$ cat config.mk
export PLATFORM = sky130hd
export DESIGN_NAME = spi_flash_port
export DESIGN_NICKNAME = d
export VERILOG_FILES = /design/src/rtl/spi_flash_port.sv
export SDC_FILE = /design/constraint.sdc
export NUM_CORES = 1
export LEC_CHECK = 0
export ABC_AREA = 1
export BUFFER_PORTS_ARGS = -buffer_cell sky130_fd_sc_hd__clkbuf_2
export CORE_UTILIZATION = 47
export CTS_CLUSTER_DIAMETER = 100
export DETAILED_ROUTE_END_ITERATION = 8
export PLACE_DENSITY = 0.68
export SETUP_SLACK_MARGIN = 0.02
export SKIP_LAST_GASP = 1
export SYNTH_ARGS = -nofsm -noshare
export SYNTH_HDL_FRONTEND = slang
export SYNTH_SLANG_ARGS = --single-unit
$ cat constraint.sdc
create_clock -name clk -period 4.7 [get_ports clk]
set_input_delay 0.705 -clock clk [delete_from_list [all_inputs] [get_ports clk]]
set_output_delay 0.705 -clock clk [all_outputs]
set_load 0.01 [all_outputs]
$ cat src/rtl/spi_flash_port.sv
// Byte-wide SPI mode-0 shifter for the configuration flash pins.
// Software controls chip-select; each data write shifts one byte out and one byte in.
module spi_flash_port #(
  parameter int unsigned CLKDIV = 3
) (
  input  logic       clk,
  input  logic       resetq,
  input  logic       wr_data,
  input  logic       wr_ctrl,
  input  logic       rd_data,
  input  logic [7:0] din,
  output logic [7:0] rx_data,
  output logic       busy,
  output logic       done,
  output logic       sck,
  output logic       mosi,
  input  logic       miso,
  output logic       cs_n
);

  localparam logic [7:0] DIV_LAST = 8'(CLKDIV - 1);

  typedef enum logic [1:0] {
    S_IDLE = 2'd0,
    S_LOW  = 2'd1,
    S_HIGH = 2'd2
  } state_e;

  state_e     state_q, state_d;
  logic [7:0] div_q, div_d;
  logic [2:0] bitn_q, bitn_d;
  logic [7:0] sr_q, sr_d;
  logic       rbit_q, rbit_d;
  logic [7:0] rx_data_q, rx_data_d;
  logic       busy_q, busy_d;
  logic       done_q, done_d;
  logic       sck_q, sck_d;
  logic       mosi_q, mosi_d;
  logic       cs_n_q, cs_n_d;
  logic       miso_s1_q, miso_s1_d;
  logic       miso_s2_q, miso_s2_d;

  always_ff @(posedge clk or negedge resetq) begin
    if (!resetq) begin
      state_q   <= S_IDLE;
      div_q     <= 8'h00;
      bitn_q    <= 3'd0;
      sr_q      <= 8'h00;
      rbit_q    <= 1'b0;
      rx_data_q <= 8'h00;
      busy_q    <= 1'b0;
      done_q    <= 1'b0;
      sck_q     <= 1'b0;
      mosi_q    <= 1'b0;
      cs_n_q    <= 1'b1;
      miso_s1_q <= 1'b0;
      miso_s2_q <= 1'b0;
    end else begin
      state_q   <= state_d;
      div_q     <= div_d;
      bitn_q    <= bitn_d;
      sr_q      <= sr_d;
      rbit_q    <= rbit_d;
      rx_data_q <= rx_data_d;
      busy_q    <= busy_d;
      done_q    <= done_d;
      sck_q     <= sck_d;
      mosi_q    <= mosi_d;
      cs_n_q    <= cs_n_d;
      miso_s1_q <= miso_s1_d;
      miso_s2_q <= miso_s2_d;
    end
  end

  always_comb begin
    state_d   = state_q;
    div_d     = div_q;
    bitn_d    = bitn_q;
    sr_d      = sr_q;
    rbit_d    = rbit_q;
    rx_data_d = rx_data_q;
    done_d    = done_q;
    sck_d     = sck_q;
    mosi_d    = mosi_q;
    cs_n_d    = cs_n_q;
    miso_s1_d = miso;
    miso_s2_d = miso_s1_q;

    // Acknowledge first so a completion in the same cycle overrides it.
    if (rd_data) done_d = 1'b0;

    case (state_q)
      S_IDLE: begin
        if (wr_ctrl) cs_n_d = ~din[0];
        if (wr_data) begin
          sr_d    = din;
          bitn_d  = 3'd0;
          div_d   = 8'h00;
          done_d  = 1'b0;
          sck_d   = 1'b0;
          mosi_d  = din[7];
          state_d = S_LOW;
        end
      end
      S_LOW: begin
        if (div_q == DIV_LAST) begin
          rbit_d  = miso_s2_q;
          div_d   = 8'h00;
          sck_d   = 1'b1;
          state_d = S_HIGH;
        end else begin
          div_d = div_q + 8'd1;
        end
      end
      S_HIGH: begin
        if (div_q == DIV_LAST) begin
          sr_d  = {sr_q[6:0], rbit_q};
          div_d = 8'h00;
          sck_d = 1'b0;
          if (bitn_q == 3'd7) begin
            rx_data_d = {sr_q[6:0], rbit_q};
            done_d    = 1'b1;
            state_d   = S_IDLE;
          end else begin
            bitn_d  = bitn_q + 3'd1;
            mosi_d  = sr_q[6];
            state_d = S_LOW;
          end
        end else begin
          div_d = div_q + 8'd1;
        end
      end
      default: state_d = S_IDLE;
    endcase

    busy_d = (state_d != S_IDLE);
  end

  assign rx_data = rx_data_q;
  assign busy    = busy_q;
  assign done    = done_q;
  assign sck     = sck_q;
  assign mosi    = mosi_q;
  assign cs_n    = cs_n_q;

endmodule

After elaboration in Yosys (flattened, before gate mapping)
Index checks and enable logic that the tools add are counted.
Operators by class
  add/subtract/negate cells: 2
  equality and inequality tests: 8
  muxes and demuxes: 28
  bitwise logic cells: 1
  reduce and logical (&&, ||, !) cells: 13
Operators with widths (number)
  $mux W8: 2
  $pmux W8 S2: 1
  $mux W7: 2
  $pmux W7 S2: 1
  $mux W1: 11
  $mux W3: 3
  $add A8 B1 Y8 const B: 1
  $eq A8 B2 Y1 const B: 1
  $ne A2 B2 Y1 const B: 4
  $reduce_and A4 Y1: 2
  $mux W2: 3
  $pmux W2 S3: 1
  $pmux W3 S2: 1
  $reduce_and A2 Y1: 3
  $reduce_and A3 Y1: 2
  $reduce_bool A2 Y1: 3
  $pmux W1 S2: 2
  $add A3 B1 Y3 const B: 1
  $eq A3 B3 Y1 const B: 1
  $pmux W1 S3: 1
  $reduce_bool A3 Y1: 1
  $eq A2 B1 Y1 const B: 1
  $eq A2 B2 Y1 const B: 1
  $logic_not A2 Y1: 1
  2 further kinds: 2
Word-level totals
  register bits: 36
  bits of input ports: 14
  output and inout port bits: 13
  word-level logic and storage cells: 65

Longest topological paths before layout
  depth after elaboration: 5
  mapped depth: 11
  depth with buffers taken out: 11

Worst setup path before layout
No wires, ideal clock.
  path kind: reg2reg
  from: reg state_q[0]
  to: reg sr_q[0]
  library setup time: 74 ps
  arrival: 1417 ps
  required time: 4626 ps
  slack: 3210 ps
  stages on the path, launching flop included: 10
  path buffers: 1
  period minus slack after synthesis: 1490 ps
  cell sequence: dfrtp_1 -> inv_1 -> ha_1 -> inv_2 -> o21ai_2 -> nand2_4 -> inv_4 -> buf_6 -> nand2_2 -> o21ai_2
Between the ends
  word-level cells in the longest chain between the ends: 3
  elaborated cells on any way between the ends: 7
  those cells by class: eq/ne: 3; mux: 1; reduce/logical: 3
Ends and longest elaborated chain
  from (decl): line 29  | state_e state_q, state_d;
  from (signal assigned): line 59  | state_q <= state_d;
  $eq A2 B2 Y1 or $logic_not A2 Y1 (tied branches): line 92  | case (state_q)
  $ne A2 B2 Y1 (no source line) or $reduce_bool A2 Y1 (tied branches)
  $reduce_and A3 Y1 (no source line)
  to (signal assigned): line 62  | sr_q <= sr_d;
  to (decl): line 32  | logic [7:0] sr_q, sr_d;
Several ways; a longest one is shown, not always the timed one.
A chain may end at the register's enable or synchronous reset.

Final worst setup path
  from: reg state_q[0]
  to: reg sr_q[2]
Same word-level chain as after synthesis.

==> metrics.md <==
| Metric | Value |
|---|---|
| Number of core rows | 22 |
| Fmax | 571 MHz |
| Leak pwr | 0.00111 uW |
| Status | complete, no violations |
| Starting density of the core | 49.4% |
| First DRT Iteration DRCs | 84 |
| Final hold vios | 0 |
| First-pass GRT wire length | 5740 microns |
| Routed WL | 3320 microns |
| Initial antenna violation count | 0 |
| R2R depth | 8 |
| Worst-Margin Slew | 0.879 ns |
| Largest net degree at the start of global routing | 37 |
| Unrepaired setup endpoints after global routing | false |
| Sum of negative setup slack | 0 ns |
| Mapped Cells | 210 |
| Final instance area | 2110 sq um |
| Gr usage total | 18.5% |
| Fin crit share | 37.2% |
| Peak supply drop | 0.228 mV |
| Filler instances | 363 |
| Top cells by area, synth | dfrtp_1 (48%), nand2_1 (10%), ha_1 (5.4%), o21ai_0 (4.6%), inv_1 (4.3%) |
| Post-Synth Simple-Gate Area | 23.0% |
| Cell seen most often among critical-path stages | o21ai_2 |
| Synth Net Count | 232 |
| #FFs+latches synth | 36 |
| Warnings from Yosys | 0 |
| Clock net sink count | 36 |
| Residual DRC | 0 |
| Routed len/inst | 11.5 microns |
| Largest area contributor in the netlist | dfrtp_1 |
| Router iterations before antenna repair | 4 |
| I/O pins | 27 |
| Remaining global-route overflow | 0 |
| RePlAce Congestion | 0.840 |
| Non-Filler Instances | 288 |
| Antenna fix cells | 0 |
| Critical R2R Capture | sr_q[2] |
| # port buffers | 26 |
| Power density cells | 532 nW/um^2 |
| Data arrival, critical path | 1.97 ns |
| Mapped cell area | 1840 sq um |
| Post-layout net count | 261 |
| Maxcap violations | 0 |
| Sequential share of the synthesized area | 49.1% |
| Reg2reg start | state_q[0] |
| Core area | 3720 sq um |
| Main combinational cell family by area after synthesis | simple AND/OR/NAND/NOR gates |
| Reg2reg setup slack | 2.95 ns |
| Startpoint type of the worst setup path | register |
| Synth cell types | 28 |
| Placement-stage cell area | 2000 sq um |
| Post-layout min period | 1.75 ns |
| WP data required | 4.92 ns |
| Synth Area in XOR/XNOR | 0.477% |
| Multi-input logic area | 796 sq um |
| Post-Synth Adder-Cell Area | 5.45% |
| Area delta synth->final | 14.7% |
| Most common cell after layout, fill and taps aside | nand2_1 |
| Root buf cell | clkbuf_8 |
| CTS tree | done |
| Avg Cell Area, Syn | 8.75 sq um |
| Hold_buf cts | 0 |
| Die area | 4160 sq um |
| Sequential cell area | 902 sq um |
| Via count | 1422 |
| Top cell type's share of synthesized area | 47.7% |
| Multiplexer area fraction after synthesis | 0% |
| Vias in the first global route | 1282 |
| Placed Cells incl. Taps | 280 |
| Chip width | 64.5 microns |
| Skew-Pair Late Insertion Delay | 0.29 ns |
| Crit. Startpoint | state_q[0] |
| Largest fanout on the critical path | 18 |
| Slew HR | 41.4% |
| Routed Antenna Nets | 0 |
| Clock transition at the registers of the reported paths | 0.07 ns |
| Post-DP HPWL | 2420 microns |
| Clock Tree Buf Depth | 2 |
| Crit path cell chain | inv_1, ha_1, inv_2, o21ai_2, nand2_4, inv_4, nand2_1, o21ai_2 |
| Slew Limit Fails | 0 |
| Crit Path Class | reg -> reg |
| Worst Setup EP | sr_q[2] |
| Chip height | 64.5 microns |
| CTS HTree Levels | 2 |
| Crit path capture type | register |
| Synth Area in Compound Gates | 14.4% |
| Gates resized, CTS repair | 0 |
| Commonest cells after routing, fill and taps aside | nand2_1 (49), dfrtp_1 (35), clkbuf_2 (26) |
| Inserted Clock Buffers | 5 |
| Hold slack | 0.351 ns |
| Avg Vias per Cell | 4.94 |
| Setup Skew | 0.00869 ns |
| Class of the tightest hold or removal check | reg -> reg |
| Post-CTS Setup Bufs | 0 |
| Slowest CP cell | dfrtp_1 |
| Slowest stage delay, CP | 0.41 ns |
| Finish-stage setup viols | 0 |
| Layout cell share with drive strength beyond 1 | 27.5% |
==> cell families after synthesis <==
kind of cell | Yosys count
AO/OA/AOI/OAI | 43
flip-flops | 36
buffers and inverters | 33
AND/OR/NAND/NOR | 89
XOR/XNOR | 1
adder cells (fa/ha/maj) | 8
==> metal layers <==
layer  share of wire (%)  track usage, %  vias to the layer above  wire [microns]
met2                  43            28.2                       31            1430
li1                    -               -                      741               -
met1                  51            24.4                      642            1680
met5                   0               0                        -               0
met4                 2.5            10.0                        0              82
met3                 3.7            4.23                        8             124
==> power by group <==
part	internal (uW)	switching [uW]	leakage (uW)
logic	146	284	0.000580
registers	385	35.9	0.000473
clock network	157	113	0.0000552
total	688	433	0.00111
==> cell usage after synthesis <==
master	count
nor2_4	2
nor2_2	1
inv_4	1
nor3_1	3
nand2_1	49
o21ai_0	17
a31oi_1	2
a21oi_4	1
buf_2	1
buf_4	1
nand4_1	5
xor2_1	1
inv_2	7
nand2_2	8
nand3_1	10
ha_1	8
dfstp_2	1
o31ai_1	1
nor3_2	1
nand2_4	2
a21oi_1	4
inv_1	21
o21ai_1	9
buf_6	1
dfrtp_1	35
o21ai_2	9
clkbuf_1	1
nor2_1	8
==> worst min path at each step <==
stage	slack, ns	startpoint	cells past startpoint	to
after floorplan	0.33	miso_s1_q	0	miso_s2_q
after global placement	0.33	miso_s1_q	0	miso_s2_q
after detailed placement	0.34	miso_s1_q	0	miso_s2_q
after CTS	0.36	miso_s1_q	0	miso_s2_q
after global routing	0.36	miso_s1_q	0	miso_s2_q
final	0.35	miso_s1_q	0	miso_s2_q
==> registers in the layout, indices dropped and copies added (netlist names), 2 cells and up <==
signal and flops:
state_q 2, div_q 8, bitn_q 3, rx_data 8, sr_q 7
==> critical path: cells and delay by family (launching register included) <==
kind	cells	cell delay (ns)
compound gates	2	0.25
fa+ha+maj	1	0.33
buf+inv	3	0.49
flops	1	0.41
simple gates	2	0.19
==> final cells by class <==
cell class | instances | area share, %
clock inverters | 2 | 1.66
inverters | 29 | 5.29
flip-flops and latches | 36 | 42.8
repair buffers | 26 | 6.18
multi-input cells | 141 | 37.8
clock buffers | 6 | 3.44
well taps | 48 | 2.85
==> metrics by stage <==
step                      worst slack (ns)  total power [uW]  util (%)
after detailed placement              2.98               859      53.8
final                                 2.95              1120      56.7
after CTS                             2.93              1130      56.7
after global routing                  2.77              1220      56.7
after global placement                2.98               857      53.8
after floorplan                       3.21               770         -
No activity file was read; power rests on OpenSTA's default activity.
